`config.mk`:
```
export PLATFORM = sky130hd
export DESIGN_NAME = inst_encoder
export DESIGN_NICKNAME = d
export VERILOG_FILES = /design/src/rtl/mips_pkg.sv /design/src/rtl/sync_fifo.sv /design/src/rtl/inst_encoder.sv
export SDC_FILE = /design/constraint.sdc
export NUM_CORES = 1
export LEC_CHECK = 0
export CORE_MARGIN = 4
export CORE_UTILIZATION = 59
export DETAILED_ROUTE_END_ITERATION = 16
export GPL_TIMING_DRIVEN = 0
export PLACE_DENSITY_LB_ADDON = 0.25
export RECOVER_POWER = 25
export SYNTH_ARGS = -nofsm -noshare
export SYNTH_HDL_FRONTEND = slang
export SYNTH_SLANG_ARGS = --single-unit
```
`constraint.sdc`:
```
create_clock -name clk -period 7.5 [get_ports clk]
set_input_delay 1.5 -clock clk [delete_from_list [all_inputs] [get_ports clk]]
set_output_delay 1.5 -clock clk [all_outputs]
set_load 0.05 [all_outputs]
```
`src/rtl/mips_pkg.sv`:
```
// Shared MIPS encoding constants, instruction field positions and the FIFO entry layout.
// Also holds the word-building helper used by the encoder (and its decoder counterpart).
// No ports: types, localparams and one pure function only.
package mips_pkg;

  localparam int         EXT_R_BIT   = 6;
  localparam logic [5:0] OP_J        = 6'h02;
  localparam logic [5:0] OP_JAL      = 6'h03;
  localparam logic [6:0] EXT_ILLEGAL = 7'h40;

  // Field bit ranges of a 32-bit MIPS word
  localparam int OP_MSB    = 31;
  localparam int OP_LSB    = 26;
  localparam int RS_MSB    = 25;
  localparam int RS_LSB    = 21;
  localparam int RT_MSB    = 20;
  localparam int RT_LSB    = 16;
  localparam int RD_MSB    = 15;
  localparam int RD_LSB    = 11;
  localparam int SHAMT_MSB = 10;
  localparam int SHAMT_LSB = 6;
  localparam int FUNCT_MSB = 5;
  localparam int FUNCT_LSB = 0;

  typedef struct packed {
    logic [31:0] addr;
    logic [31:0] inst;
  } fifo_entry_t;

  // Builds the instruction word from an extended opcode plus operand fields.
  // Fields that a format does not use are simply not placed in the word.
  function automatic logic [31:0] encode_inst(
    input logic [6:0]  ext_op,
    input logic [4:0]  rs,
    input logic [4:0]  rt,
    input logic [4:0]  rd,
    input logic [4:0]  shamt,
    input logic [25:0] imm
  );
    logic [5:0] op;
    op = ext_op[5:0];
    if (!ext_op[EXT_R_BIT]) begin
      return {6'b0, rs, rt, rd, shamt, op};
    end else if (op == OP_J || op == OP_JAL) begin
      return {op, imm};
    end else begin
      return {op, rs, rt, imm[15:0]};
    end
  endfunction

endpackage

```
`src/rtl/sync_fifo.sv`:
```
// Synchronous FIFO with count-based full/empty and a registered "last popped" value.
// Ports: clk/rst_n, flush_i (sync clear), push_i/din_i, pop_i/dout_o, full_o, empty_o.
// dout_o is the head entry when non-empty, otherwise the most recently popped entry.
module sync_fifo #(
  parameter int WIDTH = 64,
  parameter int DEPTH = 2
) (
  input  logic             clk,
  input  logic             rst_n,
  input  logic             flush_i,
  input  logic             push_i,
  input  logic [WIDTH-1:0] din_i,
  input  logic             pop_i,
  output logic [WIDTH-1:0] dout_o,
  output logic             full_o,
  output logic             empty_o
);

  localparam int           AW       = $clog2(DEPTH);
  localparam logic [AW:0]  FULL_CNT = (AW+1)'(DEPTH);

  logic [WIDTH-1:0] mem_q [DEPTH];
  logic [AW-1:0]    wr_ptr_q, wr_ptr_d;
  logic [AW-1:0]    rd_ptr_q, rd_ptr_d;
  logic [AW:0]      cnt_q, cnt_d;
  logic [WIDTH-1:0] last_q, last_d;
  logic             do_push, do_pop;

  assign full_o  = (cnt_q == FULL_CNT);
  assign empty_o = (cnt_q == '0);
  assign do_push = push_i & ~full_o & ~flush_i;
  assign do_pop  = pop_i & ~empty_o & ~flush_i;
  assign dout_o  = empty_o ? last_q : mem_q[rd_ptr_q];

  always_comb begin
    wr_ptr_d = wr_ptr_q;
    rd_ptr_d = rd_ptr_q;
    cnt_d    = cnt_q;
    last_d   = last_q;
    if (flush_i) begin
      wr_ptr_d = '0;
      rd_ptr_d = '0;
      cnt_d    = '0;
    end else begin
      if (do_push) wr_ptr_d = wr_ptr_q + AW'(1);
      if (do_pop) begin
        rd_ptr_d = rd_ptr_q + AW'(1);
        last_d   = mem_q[rd_ptr_q];
      end
      // Simultaneous push and pop leaves the count unchanged
      if (do_push && !do_pop)      cnt_d = cnt_q + (AW+1)'(1);
      else if (do_pop && !do_push) cnt_d = cnt_q - (AW+1)'(1);
    end
  end

  always_ff @(posedge clk or negedge rst_n) begin
    if (!rst_n) begin
      wr_ptr_q <= '0;
      rd_ptr_q <= '0;
      cnt_q    <= '0;
      last_q   <= '0;
    end else begin
      wr_ptr_q <= wr_ptr_d;
      rd_ptr_q <= rd_ptr_d;
      cnt_q    <= cnt_d;
      last_q   <= last_d;
    end
  end

  // Storage needs no reset: it is only visible once written
  always_ff @(posedge clk) begin
    if (do_push) mem_q[wr_ptr_q] <= din_i;
  end

endmodule

```
`src/rtl/inst_encoder.sv`:
```
// Rebuilds 32-bit MIPS words from an extended opcode plus fields, tags each with a fetch address, buffers in a FIFO.
// Ports: clk/resetn/flush, in_* valid/ready field input, out_* valid/ready {inst, addr} output, sticky err_illegal.
// Latency one cycle into an empty FIFO; in_ready = !full from registers only; the illegal opcode is swallowed and flagged.
module inst_encoder
  import mips_pkg::*;
#(
  parameter int          DEPTH     = 2,
  parameter logic [31:0] BASE_ADDR = 32'hBFC00000
) (
  input  logic        clk,
  input  logic        resetn,
  input  logic        flush,
  input  logic        in_valid,
  output logic        in_ready,
  input  logic [6:0]  in_ext_op,
  input  logic [4:0]  in_rs,
  input  logic [4:0]  in_rt,
  input  logic [4:0]  in_rd,
  input  logic [4:0]  in_shamt,
  input  logic [25:0] in_imm,
  output logic        out_valid,
  input  logic        out_ready,
  output logic [31:0] out_inst,
  output logic [31:0] out_addr,
  output logic        err_illegal
);

  logic [31:0] wr_addr_q, wr_addr_d;
  logic        err_q, err_d;
  logic        accept, illegal, push, pop;
  logic        fifo_full, fifo_empty;
  fifo_entry_t wr_entry, rd_entry;

  // Flush wins over both handshakes in the same cycle
  assign accept  = in_valid & in_ready & ~flush;
  assign illegal = (in_ext_op == EXT_ILLEGAL);
  assign push    = accept & ~illegal;
  assign pop     = out_valid & out_ready & ~flush;

  assign wr_entry.addr = wr_addr_q;
  assign wr_entry.inst = encode_inst(in_ext_op, in_rs, in_rt, in_rd, in_shamt, in_imm);

  always_comb begin
    wr_addr_d = wr_addr_q;
    err_d     = err_q;
    if (flush) begin
      wr_addr_d = BASE_ADDR;
    end else if (push) begin
      wr_addr_d = wr_addr_q + 32'd4;
    end
    if (accept && illegal) err_d = 1'b1;
  end

  always_ff @(posedge clk or negedge resetn) begin
    if (!resetn) begin
      wr_addr_q <= BASE_ADDR;
      err_q     <= 1'b0;
    end else begin
      wr_addr_q <= wr_addr_d;
      err_q     <= err_d;
    end
  end

  sync_fifo #(
    .WIDTH ($bits(fifo_entry_t)),
    .DEPTH (DEPTH)
  ) u_fifo (
    .clk     (clk),
    .rst_n   (resetn),
    .flush_i (flush),
    .push_i  (push),
    .din_i   (wr_entry),
    .pop_i   (pop),
    .dout_o  (rd_entry),
    .full_o  (fifo_full),
    .empty_o (fifo_empty)
  );

  assign in_ready    = ~fifo_full;
  assign out_valid   = ~fifo_empty;
  assign out_inst    = rd_entry.inst;
  assign out_addr    = rd_entry.addr;
  assign err_illegal = err_q;

endmodule
```
# ---- After elaboration in Yosys (flattened, before gate mapping)
# Memory sizes are Yosys's and may differ from the RTL's.
# Cells that the tools add are included.
dict set report totals {
  mem_bits_rw 128
  elab_cells 55
  output_inout_bits 67
  in_bits 58
  memories 1
  reg_bits 101
}
dict set report op_classes {
  addsub 5
  n_bitwise 13
  reduce_logical 12
  muxes 14
  eq_ne 4
}
# name words width read_ports rd_clocked_by_memory_dff wr line_no
set mem_list {}
lappend mem_list {u_fifo.mem_q 2 64 1 0 1 sync_fifo.sv:22} ;# logic [WIDTH-1:0] mem_q [DEPTH];
# operator count
set ops {}
lappend ops {{32-bit two-way mux} 3}
lappend ops {{64-bit two-way mux} 1}
lappend ops {{32-bit by 3-bit adder with 32-bit output (second input constant)} 1}
lappend ops {{26-bit two-way mux} 1}
lappend ops {{6-bit by 2-bit equality test with 1-bit output (second input constant)} 2}
lappend ops {{1-bit bitwise AND} 9}
lappend ops {{7-bit equality test (second input constant)} 1}
lappend ops {{1-bit two-way mux} 6}
lappend ops {{2-bit two-way mux} 3}
lappend ops {{2-bit nonzero test} 3}
lappend ops {{1-bit inverter} 4}
lappend ops {{1-bit logical AND} 3}
lappend ops {{3-bit nonzero test} 1}
lappend ops {{1-bit adder (second input constant)} 2}
lappend ops {{2-bit by 1-bit adder with 2-bit output (second input constant)} 1}
lappend ops {{2-bit equality test (second input constant)} 1}
lappend ops {{1-bit zero test} 2}
lappend ops {{2-bit zero test} 1}
lappend ops {{2-bit AND reduction} 1}
lappend ops {{2-bit by 1-bit subtractor with 2-bit output (second input constant)} 1}
lappend ops {{1-bit logical OR} 1}

# ---- Longest topological paths before layout
# Gate-level depths: netlist of the first run.
dict set report depth {
  depth_word 12
  mapped_depth 8
  depth_no_buf 6
}

# ---- Hierarchy
# A second synthesis of the first run with hierarchy kept.
dict set report unflattened {
  cells_unflattened 799
  area_unflattened_um2 10022.1
}
# mod n_inst cells_each area_each_um2 seq_area_each_um2
set modules_own_cells {}
lappend modules_own_cells {sync_fifo 1 589 7947.6 5545.3}
lappend modules_own_cells {inst_encoder 1 210 2074.5 787.0}

# ---- Worst setup path before layout of the first run
# No wires, ideal clock.
dict set report synth_path {
  kind {input to register}
  start {in flush}
  end {mem u_fifo.mem_q[0][0], enable pin}
  t_arrival_ns 4.749
  n_path_buf 2
  slack_ns 2.267
  required_ns 7.016
  cell_stages 6
  setup_time_ns 0.484
  cell_sequence {clkbuf_1 -> inv_1 -> and3_1 -> buf_4 -> nand2_2 -> nor2_1}
}
dict set report synth_via {
  elab_chain_len 7
}
# element line_no
set synth_rtl {}
lappend synth_rtl {{start, declared} inst_encoder.sv:12} ;# input logic flush,
lappend synth_rtl {{1-bit inverter (no source line) *} --}
lappend synth_rtl {{1-bit bitwise AND} inst_encoder.sv:35} ;# assign accept = in_valid & in_ready & ~flush;
lappend synth_rtl {{1-bit bitwise AND} inst_encoder.sv:37} ;# assign push = accept & ~illegal;
lappend synth_rtl {{1-bit bitwise AND} sync_fifo.sv:31} ;# assign do_push = push_i & ~full_o & ~flush_i;
lappend synth_rtl {{1-bit bitwise AND *} sync_fifo.sv:31}
lappend synth_rtl {{1-bit two-way mux *} sync_fifo.sv:72} ;# if (do_push) mem_q[wr_ptr_q] <= din_i;
lappend synth_rtl {{1-bit two-way mux (not written as such) *} sync_fifo.sv:72}
lappend synth_rtl {{end, declared} sync_fifo.sv:22}
# Mark *: on every way between the ends. The rest lies on a longest branch, timed or not.

# ---- Worst setup path after layout of the first run
dict set report layout_path {
  start {reg u_fifo.cnt_q[1]}
  end {out out_addr[13]}
}
dict set report layout_via {
  elab_chain_len 2
}
# element line_no
set layout_rtl {}
lappend layout_rtl {{start, declared} sync_fifo.sv:25} ;# logic [AW:0] cnt_q, cnt_d;
lappend layout_rtl {{start signal, assigned} sync_fifo.sv:65} ;# cnt_q <= cnt_d;
lappend layout_rtl {{2-bit zero test} sync_fifo.sv:30} ;# assign empty_o = (cnt_q == '0);
lappend layout_rtl {{64-bit two-way mux} sync_fifo.sv:33} ;# assign dout_o = empty_o ? last_q : mem_q[rd_ptr_q];
lappend layout_rtl {{end, declared} inst_encoder.sv:24} ;# output logic [31:0] out_addr,
# No other way between the ends.

==> results of run 1 <==
[layout make-up]
type / count / area, um^2 / share of cell area
Buffer: 47 / 219 / 0.0186
Clock buffer: 35 / 712 / 0.0605
Clock inverter: 5 / 72.6 / 0.00617
Inverter: 7 / 26.3 / 0.00223
Multi-Input combinational cell: 500 / 3040 / 0.258
Sequential cell: 221 / 6160 / 0.524
Tap cell: 211 / 264 / 0.0224
Timing Repair Buffer: 124 / 1270 / 0.108
[cell families (layout without fill, tap and decap cells)]
group                    Yosys count  in the layout  synth area share
adder cells (fa/ha/maj)            1              1           0.00133
other                              1              2          0.000398
buffers and inverters             54            218            0.0260
flip-flops                       221            221             0.653
multiplexers                      92             92             0.101
XOR/XNOR                          16             16            0.0149
AND/OR/NAND/NOR                  241            241             0.122
AO/OA/AOI/OAI                    148            148            0.0812
[metal layers]
metal,GRT usage,vias up,part of all wire
li1,-,3071,-
met4,0.0848,0,0.030
met1,0.325,3382,0.38
met5,0,-,0
met2,0.456,334,0.51
met3,0.0413,54,0.073
[worst register-to-register path, delay by kind of cell (launching register included)]
family                 cells  cell delay, ns
AND/OR/NAND/NOR            3            1.24
buffers and inverters      2            0.45
flip-flops                 1            0.39
[flip-flops by register name, indices dropped and copies added, names as in the netlist]
| register | flops |
|---|---|
| err_illegal | 1 |
| u_fifo.cnt_q | 2 |
| u_fifo.last_q | 62 |
| u_fifo.mem_q | 124 |
| u_fifo.rd_ptr_q | 1 |
| u_fifo.wr_ptr_q | 1 |
| wr_addr_q | 30 |
[cells in the mapped netlist (2+ instances only)]
cell / n
nor2_1: 147
a21oi_1: 131
edfxtp_1: 124
dfrtp_1: 88
mux2i_1: 65
mux2_2: 27
clkbuf_1: 18
buf_2: 16
nand3_1: 16
nand2_1: 15
xor2_1: 13
nand4_1: 12
dfstp_2: 9
or3_1: 9
buf_1: 8
o21ai_0: 8
and2_1: 7
inv_1: 7
nor3_1: 6
and3_1: 5
buf_4: 4
nor4_1: 4
nor2b_1: 3
o31ai_1: 3
xnor2_1: 3
a21o_1: 2
nand2b_1: 2
nand4_2: 2
or4_1: 2
[power by group]
group / switching, mW / internal [mW]
combinational: 0.657 / 0.333
sequential: 0.0720 / 1.42
clock: 0.442 / 0.718
total: 1.17 / 2.47
[per-stage QoR]
| step | power [mW] | setup WS (ns) | cells | util | instance area (um^2) |
|---|---|---|---|---|---|
| after CTS | 3.65 | 2.83 | 1150 | 0.763 | 11800 |
| final | 3.64 | 2.83 | 1150 | 0.763 | 11800 |
| after global routing | 3.77 | 2.67 | 1150 | 0.763 | 11800 |
| after global placement | 2.46 | 0.0139 | 1107 | 0.707 | 10900 |
| after detailed placement | 2.49 | 3.35 | 1110 | 0.712 | 11000 |
| after floorplan | 2.15 | 2.27 | 775 | - | 9430 |
[worst paths after layout]
kind,startpoint,to,slack [ns],depth (start not counted)
setup reg to reg,u_fifo.cnt_q[0]$_DFFE_PN0P_,u_fifo.mem_q[1][6]$_DFFE_PP_,5.02,5
hold reg to reg,err_illegal$_DFFE_PN0P_,err_illegal$_DFFE_PN0P_,0.48,1
max in group asynchronous,resetn,u_fifo.last_q[34]$_DFFE_PN0P_,3.83,1
setup / recovery,u_fifo.cnt_q[1]$_DFFE_PN0P_,out_addr[13],2.83,6
hold / removal,err_illegal$_DFFE_PN0P_,err_illegal$_DFFE_PN0P_,0.48,1
min in group asynchronous,resetn,u_fifo.last_q[7]$_DFFE_PN0P_,1.95,1
==> flow_metrics.tcl, run 1 <==
set metrics [dict create \
    post_cts_resized 0 \
    ios 125 \
    crit_type "register to output port" \
    cap_violations 1 \
    ant_nets 0 \
    fin_skew_ns 0.00914 \
    period_share 0.623 \
    drcViolationCount 0 \
    initial_core_util 0.611 \
    htree_levels 1 \
    hpwl_um 15300 \
    ys_seq_elements 221 \
    hold_viol 0 \
    crit_arrival_ns 3.17 \
    grt-ovfl-total 0 \
    n_fill_cell 998 \
    violations "max-capacitance violations, max-slew violations" \
    fmax_mhz 214 \
    hold_class "register to register" \
    critPathMaxStageDelay_ns 0.75 \
    first_iter_violations 646 \
    synth_area_per_cell_um2 12.2 \
    numCtsBuffers 22 \
    drt_first_pass_iters 5 \
    chipWidth_um 134 \
    async_flop_share 0.439 \
    avgRoutedWirePerCell_um 20.4 \
    crit_top_cell "clkbuf_1" \
    critical_path_required_ns 6.00 \
    gp_congestion 0.851 \
    slowest_stage "clkdlybuf4s50_1" \
    antenna_found_initial 0 \
    yosys.area.top_type_share 0.395 \
    track_usage 0.257 \
    drive_above_1_share 0.103 \
    place.port_buffers 121 \
    ctsHoldBuffers 0 \
    clk-insertion-delay-late_ns 0.50 \
    path_buf_inv 4 \
    rows 45 \
    syn_area_um2 9430 \
    die_h_um 134 \
    power.density_nw_per_um2 310 \
    slew_headroom -0.987 \
    vias_per_cell 5.95 \
    synth_edf_count 124 \
    power_leakage_nw 4.25 \
    ys_seq_area_frac 0.653 \
    cp_max_fo 10 \
    clock-sinks 221 \
    worstPathCellList "or2_1 -> buf_2 -> clkbuf_1 -> clkbuf_1 -> a21oi_1 -> clkdlybuf4s50_1" \
    grt_max_degree 63 \
    yosys-top-cells-area "edfxtp_1 (39%), dfrtp_1 (23%), a21oi_1 (7.0%)" \
    crit_family "buffers and inverters" \
    diodes 0 \
    whs_ns 0.477 \
    vias 6841 \
    grt_setup_unrepaired "no" \
    yosysTopAreaCell "edfxtp_1" \
    cp-start-kind "register" \
    core-area_um2 15400 \
    status "finished, violations left" \
    ys.flop_type "edfxtp_1" \
    cts_tree "done" \
    final_nets 982 \
    endpoint_kind "output port" \
    layout_common_cells "nor2_1 (146), a21oi_1 (131), edfxtp_1 (124), clkdlybuf4s50_1 (120), dfrtp_1 (88)" \
    syn_inst 774 \
    path_clk_slew_ns 0.06 \
    report.final.slew_viol_count 49 \
    mostFrequentLayoutCell "nor2_1" \
    clk_path_buf_depth 3 \
    synth.distinct_cells 47 \
    worst_pin_slew_ns 2.98 \
    root_buffer "clkbuf_16" \
    area_growth_pct 24.8 \
    ys.warnings.count 0 \
    drt-total-wl_um 23500 \
    grt_pass1_wl_um 37000 \
    finalWorstPathRequiredPeriod_ns 4.67 \
    grt_pass1_vias 7112 \
    tns_ns 0 \
    ir_drop_v 0.000229 \
    setup_viol 0 \
    dieArea_um2 18100 \
    cts_setup_buffers 0 \
]
Power figures use the tool's default switching activity.
==> run 2, diff against run 1 <==
Settings changed: CORE_UTILIZATION 59 to 50.
Clock period 7.5 ns to 4.02 ns, I/O delays scaled along.
==> run 2 against run 1 <==
Net effect:
- the flow still finishes with violations (max-capacitance violations, max-slew violations)
- worst setup slack lost 2.7 ns
- hold slack better by 0.014 ns
- global-route usage fell by 5.5 points
- combinational power increased by 85%
- critical endpoint is now out_addr[30]
==> flow_metrics.tcl, run 2 (synthesized netlist as in run 1, its figures left out) <==
set metrics [dict create \
    grt_setup_unrepaired "no" \
    drt_first_pass_iters 5 \
    layout_common_cells "nor2_1 (146), a21oi_1 (131), edfxtp_1 (124), clkdlybuf4s50_1 (120), dfrtp_1 (88)" \
    avgRoutedWirePerCell_um 18.4 \
    clk_path_buf_depth 3 \
    worst_pin_slew_ns 3.27 \
    final_nets 983 \
    power_leakage_nw 4.24 \
    met2_length_um 10600 \
    path_clk_slew_ns 0.06 \
    whs_ns 0.492 \
    hold_viol 0 \
    n_fill_cell 1383 \
    cap_violations 1 \
    ctsHoldBuffers 0 \
    hp-start "err_illegal$_DFFE_PN0P_" \
    vias_per_cell 5.58 \
    hold_class "register to register" \
    grt_pass1_wl_um 34900 \
    slowest_stage "clkdlybuf4s50_1" \
    initial_core_util 0.516 \
    report.final.slew_viol_count 54 \
    antenna_found_initial 0 \
    r2r_slack_ns 1.61 \
    crit_arrival_ns 3.10 \
    numCtsBuffers 22 \
    chipWidth_um 145 \
    vias 6520 \
    ios 125 \
    path_buf_inv 4 \
    clk-insertion-delay-late_ns 0.50 \
    endpoint_kind "output port" \
    grt-ovfl-total 0 \
    ir_drop_v 0.000271 \
    grt_max_degree 55 \
    track_usage 0.203 \
    drt-total-wl_um 21500 \
    crit_family "buffers and inverters" \
    multi_input_area_um2 3040 \
    min_to "err_illegal$_DFFE_PN0P_" \
    regMostFlops "u_fifo.mem_q" \
    m1WireLength_um 9090 \
    fin_skew_ns 0.0187 \
    top_regs "u_fifo.mem_q (124), u_fifo.last_q (62), wr_addr_q (30)" \
    violations "max-capacitance violations, max-slew violations" \
    area_growth_pct 24.5 \
    fin_area_um2 11700 \
    critPathMaxStageDelay_ns 0.87 \
    drcViolationCount 0 \
    rows 49 \
    hpwl_um 14500 \
    setup_slack_ns 0.111 \
    clock-sinks 221 \
    cts_tree "done" \
    dieArea_um2 21100 \
    diodes 0 \
    root_buffer "clkbuf_16" \
    core-area_um2 18300 \
    hold_depth 1 \
    status "finished, violations left" \
    die_h_um 145 \
    place_area_um2 11000 \
    gp_congestion 0.774 \
    rr_startpoint "u_fifo.cnt_q[0]$_DFFE_PN0P_" \
    slew_headroom -1.18 \
    mostFrequentLayoutCell "nor2_1" \
    tns_ns 0 \
    period_share 0.972 \
    r2r-end "u_fifo.mem_q[0][8]$_DFFE_PP_" \
    htree_levels 1 \
    pre_cts_ws_ns 0.585 \
    seqCellArea_um2 6160 \
    drive_above_1_share 0.109 \
    crit_type "register to output port" \
    largest_reg_flops 124 \
    finalWorstPathRequiredPeriod_ns 3.91 \
    top_layer_used "met4" \
    place.port_buffers 121 \
    setup_viol 0 \
    first_iter_violations 371 \
    cp-start-kind "register" \
    ant_nets 0 \
    fmax_mhz 256 \
    grt_pass1_vias 6594 \
    worstPathCellList "or2_1 -> buf_2 -> clkbuf_1 -> clkbuf_2 -> a21oi_1 -> clkdlybuf4s50_1" \
    r2r_cells 7 \
    cp_max_fo 10 \
    wl_met3_um 1310 \
    power.density_nw_per_um2 559 \
    critical_path_required_ns 3.22 \
]
[run 2: cell count changes in the layout (fill, tap and decap cells not counted)]
cell and delta:
clkinv_2 +6, clkbuf_16 -1, clkbuf_2 +5, clkinv_4 +1, clkbuf_1 -1, buf_1 -3
clkbuf_8 -7, buf_16 +1
[run 2: repair_timing]
action / CTS / global route
endpoints found under the setup margin: 0 / 24
resized for setup: 0 / 8
setup buffers: 0 / 0
[run 2: how the worst max path moves through the flow]
stage,from,to,slack [ns],depth (start not counted)
floorplan,flush,u_fifo.mem_q[0][0]$_DFFE_PP_,0.54,6
global placement,resetn,u_fifo.last_q[50]$_DFFE_PN0P_,-1.80,1
detailed placement,u_fifo.cnt_q[1]$_DFFE_PN0P_,out_inst[12],0.58,6
CTS,u_fifo.cnt_q[0]$_DFFE_PN0P_,out_addr[30],0.07,6
global route,u_fifo.cnt_q[0]$_DFFE_PN0P_,out_inst[12],0.02,6
finish,u_fifo.cnt_q[0]$_DFFE_PN0P_,out_addr[30],0.11,6
[run 2: metal layers]
layer,vias up,GRT usage
li1,3089,-
met1,3182,0.274
met2,213,0.341
met3,36,0.0352
met4,0,0.0565
met5,-,0
[run 2: stage by stage]
stage	total power, mW	util	std cells
final	6.57	0.643	1169
after floorplan	4.01	-	775
after detailed placement	4.64	0.604	1129
after global routing	6.87	0.643	1169
after CTS	6.62	0.643	1169
after global placement	4.60	0.598	1125
[run 2: layout make-up]
cell class                 instances  area share
sequential                       221       0.525
timing repair buffer             125       0.111
multi-input combinational        500       0.259
clock inverter                    12     0.00948
tap                              229      0.0244
clock buffer                      28      0.0506
inverter                           7     0.00224
buffer                            47      0.0192
[run 2: report_power, final]
part	internal, mW	switching (mW)	total [mW]
registers	2.65	0.124	2.77
clock network	1.18	0.796	1.97
logic	0.624	1.20	1.83
==> run 3, diff against run 2 <==
Settings changed: CORE_MARGIN 4 to 8.
==> run 3 against run 2 <==
Net effect:
- the flow still finishes with violations (max-capacitance violations, max-slew violations)
- worst setup slack better by 0.0025 ns
- first-iteration DRC count up 15%
- clock skew down 0.0089 ns
- register-to-register slack better by 0.02 ns
- global-route usage down 1.5 points
- via count down 0.18%
- hold slack worse by 0.0088 ns
- flip-flop and latch count unchanged
- wire length up 3.8%
- final area down 0.42%
- clock power down 3%
- cell count up 0.51%
- highest routed layer unchanged
==> flow_metrics.tcl, run 3 (synthesized netlist as in run 1, its figures left out) <==
set metrics [dict create \
    numCtsBuffers 23 \
    cts_tree "done" \
    fmax_mhz 256 \
    place.port_buffers 121 \
    cp_max_fo 10 \
    rr_startpoint "u_fifo.cnt_q[0]$_DFFE_PN0P_" \
    grt_max_degree 68 \
    grt_pass1_vias 6559 \
    n_fill_cell 1418 \
    clk_path_buf_depth 3 \
    report.final.slew_viol_count 100 \
    slowest_stage "clkdlybuf4s50_1" \
    largest_reg_flops 124 \
    top_regs "u_fifo.mem_q (124), u_fifo.last_q (62), wr_addr_q (30)" \
    path_clk_slew_ns 0.06 \
    core-area_um2 18600 \
    finalWorstPathRequiredPeriod_ns 3.91 \
    fin_skew_ns 0.00973 \
    initial_core_util 0.508 \
    hold_class "register to register" \
    grt_pass1_wl_um 35500 \
    ios 125 \
    final_nets 984 \
    drive_above_1_share 0.103 \
    root_buffer "clkbuf_16" \
    status "finished, violations left" \
    clock-sinks 221 \
    ant_nets 0 \
    layout_common_cells "nor2_1 (146), a21oi_1 (131), edfxtp_1 (124), clkdlybuf4s50_1 (120), dfrtp_1 (88)" \
    crit_family "buffers and inverters" \
    grt-ovfl-total 0 \
    setup_viol 0 \
    avgRoutedWirePerCell_um 19.0 \
    path_buf_inv 3 \
    ctsHoldBuffers 0 \
    regMostFlops "u_fifo.mem_q" \
    cp-start-kind "register" \
    chipWidth_um 153 \
    power_leakage_nw 4.21 \
    power.density_nw_per_um2 556 \
    worst_pin_slew_ns 1.75 \
    track_usage 0.187 \
    slew_headroom -0.165 \
    grt_setup_unrepaired "no" \
    antenna_found_initial 0 \
    final-instance-count-excl-fill 1175 \
    crit_type "register to output port" \
    vias 6508 \
    cap_violations 2 \
    die_h_um 153 \
    multi_input_area_um2 3040 \
    tns_ns 0 \
    diodes 0 \
    hold_viol 0 \
    period_share 0.972 \
    drt_first_pass_iters 5 \
    drcViolationCount 0 \
    drt-total-wl_um 22300 \
    violations "max-capacitance violations, max-slew violations" \
    hp-start "err_illegal$_DFFE_PN0P_" \
    gp_congestion 0.786 \
    endpoint_kind "output port" \
    seqCellArea_um2 6160 \
    dieArea_um2 23500 \
    vias_per_cell 5.54 \
    worstPathCellList "buf_2 -> clkdlybuf4s15_1 -> mux2i_1 -> a21oi_1 -> clkdlybuf4s50_1" \
    htree_levels 1 \
    rows 50 \
    critPathMaxStageDelay_ns 0.85 \
    mostFrequentLayoutCell "nor2_1" \
    hpwl_um 15100 \
    area_growth_pct 24.0 \
    post-place-cells 1134 \
    ir_drop_v 0.000366 \
    critical_path_required_ns 3.22 \
    crit_arrival_ns 3.10 \
    first_iter_violations 426 \
    startpoint "u_fifo.rd_ptr_q$_DFFE_PN0P_" \
    clk-insertion-delay-late_ns 0.50 \
]
==> run 3: layout make-up <==
| type | instances | share of cell area |
|---|---|---|
| Timing Repair Buffer | 125 | 0.109 |
| Buffer | 47 | 0.0197 |
| Clock inverter | 6 | 0.00235 |
| Clock buffer | 35 | 0.0548 |
| Inverter | 7 | 0.00225 |
| Multi-Input combinational cell | 500 | 0.260 |
| Tap cell | 234 | 0.0250 |
| Sequential cell | 221 | 0.527 |
==> run 3: repair_timing <==
action,in CTS,in global routing
buffers inserted,0,0
endpoints found under the setup margin,5,13
resized for setup,1,5
==> run 3: path summary, 6_finish.rpt <==
check | end | slack [ns] | depth (start not counted)
min reg2reg | err_illegal$_DFFE_PN0P_ | 0.48 | 1
min | err_illegal$_DFFE_PN0P_ | 0.48 | 1
min in group asynchronous | u_fifo.last_q[5]$_DFFE_PN0P_ | 0.75 | 1
max reg2reg | u_fifo.mem_q[0][23]$_DFFE_PP_ | 1.63 | 7
max | out_inst[31] | 0.11 | 5
max in group asynchronous | wr_addr_q[14]$_DFFE_PN0N_ | 0.77 | 2
==> run 3: metal layers <==
layer  GRT usage  vias up  share of wire  wire length, um
li1            -     3065              -                -
met5           0        -              0                0
met4      0.0532        0          0.028              632
met3      0.0364       49          0.057             1270
met2       0.323      206           0.49            11000
met1       0.236     3188           0.42             9450
==> run 3: stage by stage <==
step	hold WS [ns]	utilization	worst slack [ns]	power (mW)	cell area [um^2]
final	0.483	0.629	0.114	6.51	11700
after global routing	0.501	0.629	0.0155	6.76	11700
after CTS	0.264	0.630	0.0379	6.56	11700
after detailed placement	0.463	0.594	0.543	4.65	11000
after global placement	0.467	0.589	-1.82	4.62	10900
after floorplan	0.472	-	0.539	4.01	9440
==> run 3: report_power, final <==
group / total, mW / internal, mW / switching, mW
Clock: 1.91 / 1.09 / 0.813
Sequential: 2.77 / 2.65 / 0.119
Combinational: 1.83 / 0.622 / 1.21
==> run 3: worst reg2reg max path, stage by stage (launching register included) <==
cell,delay [ns]
dfrtp_1,0.39
nand2b_1,0.21
and3_1,0.17
buf_4,0.19
nand2_2,0.17
nor2_4,0.44
buf_12,0.29
buf_12,0.22
